## src/rtl/cp0_tlb_pkg.sv

```systemverilog
// Shared TLB command codes, EntryHi/EntryLo field positions, entry record and FSM states.
package cp0_tlb_pkg;

  localparam logic [1:0] TLB_OP_TLBR  = 2'd0;
  localparam logic [1:0] TLB_OP_TLBWI = 2'd1;
  localparam logic [1:0] TLB_OP_TLBWR = 2'd2;
  localparam logic [1:0] TLB_OP_TLBP  = 2'd3;

  localparam int HI_VPN2_LSB = 13;
  localparam int HI_VPN2_W   = 19;
  localparam int HI_ASID_LSB = 0;
  localparam int HI_ASID_W   = 8;
  localparam int LO_G_BIT    = 0;
  localparam int LO_CDV_LSB  = 1;
  localparam int LO_CDV_W    = 5;
  localparam int LO_PFN_LSB  = 6;
  // Widest PFN that still fits in a 32-bit EntryLo; narrower builds leave the top bits zero.
  localparam int PFN_MAX_W   = 26;

  typedef struct packed {
    logic [HI_VPN2_W-1:0] vpn2;
    logic [HI_ASID_W-1:0] asid;
    logic                 g;
    logic [PFN_MAX_W-1:0] pfn0;
    logic [LO_CDV_W-1:0]  cdv0;
    logic [PFN_MAX_W-1:0] pfn1;
    logic [LO_CDV_W-1:0]  cdv1;
  } tlb_entry_t;

  typedef enum logic {
    ST_IDLE = 1'b0,
    ST_SCAN = 1'b1
  } tlb_state_t;

endpackage

```

## src/rtl/cp0_tlb_match.sv

```systemverilog
// Combinational single-entry TLBP comparator: VPN2 equal and (global or ASID equal).
module cp0_tlb_match
  import cp0_tlb_pkg::*;
(
  input  logic [31:0] hi,
  input  tlb_entry_t  entry,
  output logic        hit
);

  logic unused_bits;

  assign hit = (hi[HI_VPN2_LSB +: HI_VPN2_W] == entry.vpn2) &&
               (entry.g || (hi[HI_ASID_LSB +: HI_ASID_W] == entry.asid));

  assign unused_bits = ^{hi[12:8], entry.pfn0, entry.cdv0, entry.pfn1, entry.cdv1};

endmodule

```

## src/rtl/cp0_tlb_array.sv

```systemverilog
// CP0 TLB entry store with TLBR/TLBWI/TLBWR/TLBP and the Random register.
// Define CP0_TLB_PARALLEL_PROBE_EN for a single-cycle parallel probe instead of the sequential scan.
module cp0_tlb_array
  import cp0_tlb_pkg::*;
#(
  parameter int ENTRIES = 16,
  parameter int PFN_W   = 20,
  localparam int IDX_W  = $clog2(ENTRIES)
) (
  input  logic             clk,
  input  logic             rst,
  input  logic             cmd_valid,
  input  logic [1:0]       cmd_op,
  output logic             cmd_ready,
  input  logic [IDX_W-1:0] index,
  input  logic [IDX_W-1:0] wired,
  input  logic [31:0]      hi_in,
  input  logic [31:0]      lo0_in,
  input  logic [31:0]      lo1_in,
  output logic             done,
  output logic [31:0]      hi_out,
  output logic [31:0]      lo0_out,
  output logic [31:0]      lo1_out,
  output logic             probe_miss,
  output logic [IDX_W-1:0] probe_idx,
  output logic [IDX_W-1:0] random
);

  localparam logic [IDX_W-1:0] LAST = IDX_W'(ENTRIES - 1);

  tlb_entry_t       entries [ENTRIES];
  tlb_state_t       state_reg, state_next;
  logic [IDX_W-1:0] wired_reg;
  tlb_entry_t       new_entry, rd_e;
  logic [31:0]      rd_lo0, rd_lo1;
  logic             accept;
  logic             unused_bits;

  assign cmd_ready = (state_reg == ST_IDLE);
  assign accept    = cmd_valid & cmd_ready;
  assign rd_e      = entries[index];

  always_comb begin
    new_entry      = '0;
    new_entry.vpn2 = hi_in[HI_VPN2_LSB +: HI_VPN2_W];
    new_entry.asid = hi_in[HI_ASID_LSB +: HI_ASID_W];
    new_entry.g    = lo0_in[LO_G_BIT] & lo1_in[LO_G_BIT];
    new_entry.pfn0[PFN_W-1:0] = lo0_in[LO_PFN_LSB +: PFN_W];
    new_entry.cdv0 = lo0_in[LO_CDV_LSB +: LO_CDV_W];
    new_entry.pfn1[PFN_W-1:0] = lo1_in[LO_PFN_LSB +: PFN_W];
    new_entry.cdv1 = lo1_in[LO_CDV_LSB +: LO_CDV_W];
  end

  // G is kept once per entry, so both read-back pages report the combined bit.
  always_comb begin
    rd_lo0 = '0;
    rd_lo0[LO_PFN_LSB +: PFN_W]    = rd_e.pfn0[PFN_W-1:0];
    rd_lo0[LO_CDV_LSB +: LO_CDV_W] = rd_e.cdv0;
    rd_lo0[LO_G_BIT]               = rd_e.g;
    rd_lo1 = '0;
    rd_lo1[LO_PFN_LSB +: PFN_W]    = rd_e.pfn1[PFN_W-1:0];
    rd_lo1[LO_CDV_LSB +: LO_CDV_W] = rd_e.cdv1;
    rd_lo1[LO_G_BIT]               = rd_e.g;
  end

  assign unused_bits = ^{hi_in[12:8], lo0_in >> (PFN_W + 6), lo1_in >> (PFN_W + 6),
                         rd_e.pfn0 >> PFN_W, rd_e.pfn1 >> PFN_W};

`ifdef CP0_TLB_PARALLEL_PROBE_EN
  logic [ENTRIES-1:0] hits;
  logic [IDX_W-1:0]   par_idx;

  generate
    for (genvar gi = 0; gi < ENTRIES; gi++) begin : g_match
      cp0_tlb_match u_match (.hi(hi_in), .entry(entries[gi]), .hit(hits[gi]));
    end
  endgenerate

  always_comb begin
    par_idx = '0;
    for (int i = ENTRIES - 1; i >= 0; i--) begin
      if (hits[i]) par_idx = IDX_W'(i);
    end
  end
`else
  logic [IDX_W-1:0] ptr_reg;
  logic [IDX_W-1:0] cmp_idx;
  logic             seq_hit;

  // Entry 0 is compared in the accept cycle, so entry k's result lands with done in cycle k+1.
  assign cmp_idx = (state_reg == ST_SCAN) ? ptr_reg : '0;

  cp0_tlb_match u_match (.hi(hi_in), .entry(entries[cmp_idx]), .hit(seq_hit));
`endif

  always_comb begin
    state_next = state_reg;
    case (state_reg)
      ST_IDLE: begin
`ifndef CP0_TLB_PARALLEL_PROBE_EN
        if (accept && cmd_op == TLB_OP_TLBP) state_next = ST_SCAN;
`endif
      end
      ST_SCAN: if (done) state_next = ST_IDLE;
      default: state_next = ST_IDLE;
    endcase
  end

  always_ff @(posedge clk or posedge rst) begin
    if (rst) begin
      state_reg  <= ST_IDLE;
      done       <= 1'b0;
      hi_out     <= '0;
      lo0_out    <= '0;
      lo1_out    <= '0;
      probe_miss <= 1'b0;
      probe_idx  <= '0;
`ifndef CP0_TLB_PARALLEL_PROBE_EN
      ptr_reg    <= '0;
`endif
      for (int i = 0; i < ENTRIES; i++) entries[i] <= '0;
    end else begin
      state_reg <= state_next;
      done      <= 1'b0;
      if (accept) begin
        case (cmd_op)
          TLB_OP_TLBR: begin
            hi_out  <= {rd_e.vpn2, 5'b0, rd_e.asid};
            lo0_out <= rd_lo0;
            lo1_out <= rd_lo1;
            done    <= 1'b1;
          end
          TLB_OP_TLBWI: begin
            entries[index] <= new_entry;
            done           <= 1'b1;
          end
          TLB_OP_TLBWR: begin
            entries[random] <= new_entry;
            done            <= 1'b1;
          end
          default: begin
`ifdef CP0_TLB_PARALLEL_PROBE_EN
            probe_miss <= ~|hits;
            if (|hits) probe_idx <= par_idx;
            done <= 1'b1;
`else
            ptr_reg <= IDX_W'(1);
            if (seq_hit) begin
              probe_miss <= 1'b0;
              probe_idx  <= '0;
              done       <= 1'b1;
            end
`endif
          end
        endcase
      end
`ifndef CP0_TLB_PARALLEL_PROBE_EN
      else if (state_reg == ST_SCAN && !done) begin
        if (seq_hit) begin
          probe_miss <= 1'b0;
          probe_idx  <= ptr_reg;
          done       <= 1'b1;
        end else if (ptr_reg == LAST) begin
          probe_miss <= 1'b1;
          done       <= 1'b1;
        end
        ptr_reg <= ptr_reg + 1'b1;
      end
`endif
    end
  end

  // Random walks down from ENTRIES-1 to wired, then wraps; any Wired change restarts it.
  always_ff @(posedge clk or posedge rst) begin
    if (rst) begin
      random    <= LAST;
      wired_reg <= '0;
    end else begin
      wired_reg <= wired;
      if (wired != wired_reg || wired == LAST || random == wired || random == '0)
        random <= LAST;
      else
        random <= random - 1'b1;
    end
  end

endmodule
```

## config.mk

```make
export PLATFORM = sky130hd
export DESIGN_NAME = cp0_tlb_array
export DESIGN_NICKNAME = d
export VERILOG_FILES = /design/src/rtl/cp0_tlb_pkg.sv /design/src/rtl/cp0_tlb_match.sv /design/src/rtl/cp0_tlb_array.sv
export SDC_FILE = /design/constraint.sdc
export NUM_CORES = 2
export LEC_CHECK = 0
export ABC_AREA = 1
export CAP_MARGIN = 20
export CORE_AREA = 2 2 321 323
export DETAILED_ROUTE_END_ITERATION = 7
export DIE_AREA = 0 0 323 325
export HOLD_SLACK_MARGIN = 0.06
export MAX_ROUTING_LAYER = met4
export PLACE_DENSITY_LB_ADDON = 0.08
export REMOVE_ABC_BUFFERS = 1
export SLEW_MARGIN = 15
export SYNTH_ARGS = -nofsm -noshare
export SYNTH_HDL_FRONTEND = slang
export SYNTH_SLANG_ARGS = --single-unit
```

## constraint.sdc

```tcl
create_clock -name clk -period 112.3 [get_ports clk]
set_input_delay 28.075 -clock clk [delete_from_list [all_inputs] [get_ports clk]]
set_output_delay 28.075 -clock clk [all_outputs]
set_load 0.02 [all_outputs]
```

# After elaboration in Yosys (flattened, before gate mapping)
# Index checks and enable logic that the tools add are counted.
[classes] n_addsub=2 multipliers=0 n_div=0 magnitude_cmp=5 eq_ne=11 n_shift=0 muxes=38 bitwise=6 reduce_logical=21
[ops] op="$bwmux W1440" n=2
[ops] op="$pmux W1440 S2" n=1
[ops] op="$bmux W90 S4" n=2
[ops] op="$demux W90 S4" n=2
[ops] op="$mux W90" n=6
[ops] op="$mux W4" n=10
[ops] op="$eq A19 B19 Y1" n=1
[ops] op="$ge A5 B5 Y1 const B" n=3
[ops] op="$not A4 Y5" n=3
[ops] op="$mux W1" n=14
[ops] op="$lt A5 B1 Y1 const B" n=2
[ops] op="$eq A4 B4 Y1 const B" n=2
[ops] op="$eq A8 B8 Y1" n=1
[ops] op="$reduce_and A2 Y1" n=3
[ops] op="$reduce_bool A2 Y1" n=3
[ops] op="$logic_and A1 B1 Y1" n=5
[ops] op="$add A4 B1 Y4 const B" n=1
[ops] op="$eq A2 B2 Y1 const B" n=2
[ops] op="$eq A4 B4 Y1" n=1
[ops] op="$logic_not A4 Y1" n=1
[ops] op="$logic_or A1 B1 Y1" n=4
[ops] op="$ne A4 B4 Y1" n=1
[ops] op="$reduce_and A4 Y1" n=1
[ops] op="$sub A4 B1 Y4 const B" n=1
[ops] op="other kinds (10)" n=11
[totals] register_bits=1538 latchBits=0 ramBits=0 rom_bits=0 output_inout_bits=107 memories=0

# Depth between registers and ports, before layout
[depth] word_depth=11 ltp_mapped=19 ltp_nobuf=17

# Hierarchy
# From an unflattened synthesis, not the netlist that was laid out.
[unflattened] hier_cells=10844 hier_area_um2=74609.1
[by_module_without_submodules] module="cp0_tlb_array" instances=1 cells_each=10713 area_each_um2=74084.8 seq_area_each_um2=33662.3
[by_module_without_submodules] module="cp0_tlb_match" instances=1 cells_each=131 area_each_um2=524.3 seq_area_each_um2=0.0

# Worst setup path before layout
# OpenSTA, ideal clock, no wires.
[synth_timing] kind="input -> register" startpoint="input cmd_op[0]" endpoint="register entries[542] (netlist bit)" setup_time_ns=0.083 arrival_ns=29.598 required_time_ns=112.217 setup_slack_ns=82.619 cell_stages=10 n_path_buf=3 cell_sequence="inv_1 ha_1 clkbuf_1 nand2_1 nor3_1 o21ai_0 clkbuf_1 clkbuf_1 nand2_1 o21ai_0"
[synth_between] elab_chain_len=3 word_cells_on_any_way=5
[synth_rtl] element="start, declared" line_no="cp0_tlb_array.sv:13" rtl="input logic [1:0] cmd_op,"
[synth_rtl] element="$eq A2 B2 Y1 or $eq A2 B1 Y1 (tied branches)" line_no="cp0_tlb_array.sv:126" rtl="case (cmd_op)"
[synth_rtl] element="$reduce_bool A2 Y1 (no source line)"
[synth_rtl] element="$reduce_and A2 Y1 (no source line)"
[synth_rtl] element="end signal, assigned by index" line_no="cp0_tlb_array.sv:134" rtl="entries[index] <= new_entry;"
[synth_rtl] element="end signal, assigned by index" line_no="cp0_tlb_array.sv:138" rtl="entries[random] <= new_entry;"
[synth_rtl] element="end, declared" line_no="cp0_tlb_array.sv:31" rtl="tlb_entry_t entries [ENTRIES];"
# Several ways; a longest one is shown, not always the timed one.
# A chain may end at the register's enable or synchronous reset.

# Final worst setup path
[layout_timing] startpoint="input index[1]" endpoint="register lo1_out[10]"
[layout_between] elab_chain_len=4
[layout_rtl] element="start, declared" line_no="cp0_tlb_array.sv:15" rtl="input logic [IDX_W-1:0] index,"
[layout_rtl] element="$not A4 Y5 (implied by the code)" line_no="cp0_tlb_array.sv:41" rtl="assign rd_e = entries[index];"
[layout_rtl] element="$bmux W90 S4" line_no="cp0_tlb_array.sv:41"
[layout_rtl] element="$mux W90 (implied by the code) (2 in series)" line_no="cp0_tlb_array.sv:41"
[layout_rtl] element="end signal, assigned" line_no="cp0_tlb_array.sv:130" rtl="lo1_out <= rd_lo1;"
[layout_rtl] element="end, declared" line_no="cp0_tlb_array.sv:23" rtl="output logic [31:0] lo1_out,"
# No other way between the ends. The select of a mux whose other input is x is not followed.

==> metrics.txt <==
largest net degree at the start of global routing=174; yosys warns=0; type of origin of the critical path=input port; Slew HR=0.215; Area Overhead vs Synth=11.2%; synthesized flop and latch total=1345; CP arrival=32780 ps; # setup viols final=0; leakage=29.8 nW; Peak Freq=~31 MHz; Largest regs=entries (1248), hi_out (27), lo1_out (26); first-pass GRT wire length=288000 µm; clk slew on worst S/H paths=60 ps; DR iter-0 viols=6473; io pins=216; fin crit share=0.286; Routed Antenna Nets=0; synth unique cells=36; mapped cell area=0.0604 mm²; critical path type=input port to flip-flop; RSZ-0062 raised after global routing=no; Power Density=21.0 mW/mm²; final hold vios=0; cell area after layout=0.0672 mm²; Layout Skew=about 24 ps; dpl cells=7886; peak supply drop=approximately 0.013 mV; Post-synth EDFFs=0; FF/Latch Area=0.0337 mm²; Post-synth top flop=dfrtp_1; max reg flops=~1200; Setup TNS=0 ps; Final min period=32120 ps; CP endpoint kind=flip-flop; multi-input combinational cell area=0.0240 mm²; Pwr Total=1.41 mW; Clock Latency Late Sink=770 ps; Final Net Count=6785; Clock Tree Buf Depth=3; DRC viols=0; Worst EP required=112960 ps; initial antenna violation count=5; CTS Buf Count=143; Port Buffer Count=about 180; FP Rows=117; number of setup buffers added after CTS=0; Largest Register=entries; critical-path cell list=clkdlybuf4s50_1 -> inv_1 -> nor2_4 -> buf_4 -> buf_4 -> buf_4 -> a22oi_1 -> a21boi_0 -> nor4_1 -> o21ai_0; Crit path top cell by count=buf_4; vias per std cell=6.31; mean post-synth cell area=8.78 µm²; number of max-cap violations=0; GRT overflow=0; hold buffer count at cts=0; critical path's slowest cell=buf_4; Final Non-Filler Cells=about 8100; Async SR Flop Fraction=1.00; CP peak stage delay=880 ps; Pre-antenna DRT Iters=6; Final HPWL DP=93200 µm; Starting Density=0.596; sequential fraction of the synthesis area=0.557; fillers=8372; vias in the first global route=49100; die width=323 µm; CTS tree=built; Worst Hold Class=flip-flop to flip-flop; Final Wtd Congestion=0.854; Placed Area=0.0624 mm²; slew of the pin with the lowest slew margin=1180 ps; routed vias=51400; share of cells above drive strength 1=0.0524; clk root buf=clkbuf_16; clk sinks=1345; run status=completed; die area=0.105 mm²; routed wire length=184000 µm; H-tree depth=4; gr usage total=0.361; worst-path fanout max=66; Worst Setup Slack, final=80180 ps; post-cts resize count=0; WL per Instance=22.6 µm; worst setup slack after placement=79460 ps; die extent in y=around 330 µm; core area=0.101 mm²; post-synthesis cell count=6886; Final Max Tran Viols=0
## cells by family (layout without fill, tap and decap cells)
kind of cell / after synthesis / in the layout / share of synthesized area
compound gates: 2277 / 2277 / 0.222
xor+xnor: 8 / 8 / 0.00116
fa+ha+maj: 10 / 10 / 0.00207
buf+inv: 778 / 649 / 0.0512
flops: 1345 / 1345 / 0.557
other cells: 1 / 20 / 0.0000621
simple gates: 2467 / 2467 / 0.166
## cells in the final DEF (no fill, tap or decap), types with 4 or more instances in the layout
| cell | instances |
|---|---|
| a21oi_1 | 172 |
| a2bb2oi_1 | 15 |
| ha_1 | 10 |
| clkbuf_16 | 147 |
| a221oi_1 | 15 |
| bufinv_16 | 7 |
| inv_1 | 121 |
| conb_1 | 17 |
| buf_4 | 78 |
| clkdlybuf4s50_1 | 181 |
| dfstp_2 | 4 |
| nand3_1 | 463 |
| inv_6 | 6 |
| nor4_1 | 69 |
| nand4_1 | 4 |
| a22oi_1 | 624 |
| o32ai_1 | 5 |
| nand2_4 | 12 |
| o21ai_0 | 1306 |
| a21boi_0 | 114 |
| nor3_1 | 8 |
| a21o_1 | 12 |
| xor2_1 | 7 |
| clkbuf_8 | 34 |
| dfrtp_1 | 1339 |
| clkinv_2 | 20 |
| nor2_1 | 18 |
| buf_12 | 8 |
| o21ai_4 | 7 |
| clkinv_8 | 5 |
| clkbuf_1 | 29 |
| nand2_1 | 1880 |
| o21ai_1 | 4 |
| nor2_4 | 5 |
## worst max-delay path: cells and delay by family
kind	cells	cell delay [ps]
buffers and inverters	5	3250
AND/OR/NAND/NOR	2	780
AO/OA/AOI/OAI	3	610
## area by class of cell
class,count,share of cell area
Tap cell,1368,0.0255
Antenna cell,3,0.000112
Inverter,128,0.00741
Sequential cell,1345,0.501
Clock buffer,210,0.0633
Clock inverter,42,0.00739
Timing Repair Buffer,269,0.0385
Multi-Input combinational cell,4779,0.357
## per-layer routing
metal / part of all wire / GRT usage
met1: 0.41 / 0.499
met2: 0.46 / 0.542
met3: 0.095 / 0.0629
met4: 0.034 / 0.128
met5: 0 / -
## cells in the mapped netlist, drive strengths merged, types with 5 or more instances
cell,n,area share
nand2,1895,0.12
dfrtp,1341,0.56
o21ai,1317,0.11
a22oi,624,0.078
clkbuf,520,0.032
nand3,466,0.039
a21oi,172,0.014
buf,130,0.011
inv,127,0.0079
a21boi,114,0.014
nor4,69,0.0071
nor2,24,0.0015
a221oi,15,0.0022
a2bb2oi,15,0.0022
a21o,12,0.0015
ha,10,0.0021
nor3,8,0.00066
xor2,7,0.0010
o32ai,5,0.00072
## through the flow
| stage | util | hold slack, ps |
|---|---|---|
| 2_1_floorplan | - | 454 |
| 3_3_place_gp | 0.616 | 465 |
| 3_5_place_dp | 0.616 | 472 |
| 4_1_cts | 0.663 | 487 |
| 5_1_grt | 0.663 | 499 |
| 6_report | 0.663 | 482 |
## power breakdown
part,switching [mW],internal [mW],leakage (nW)
combinational,0.167,0.103,9.75
sequential,0.0717,0.591,17.7
clock,0.198,0.279,2.34
## final timing paths
path / startpoint / cells after the start / endpoint / slack [ps]
setup / recovery: index[1] / 10 / lo1_out[10] / 80180
setup reg to reg: state_reg / 17 / probe_idx[2] / 107300
min in group asynchronous: rst / 2 / entries[756] / 27870
max in group asynchronous: rst / 6 / entries[135] / 80390
hold reg to reg: entries[543] / 2 / entries[543] / 480
hold / removal: entries[543] / 2 / entries[543] / 480
Note: power is estimated with default switching activity, not from simulation.
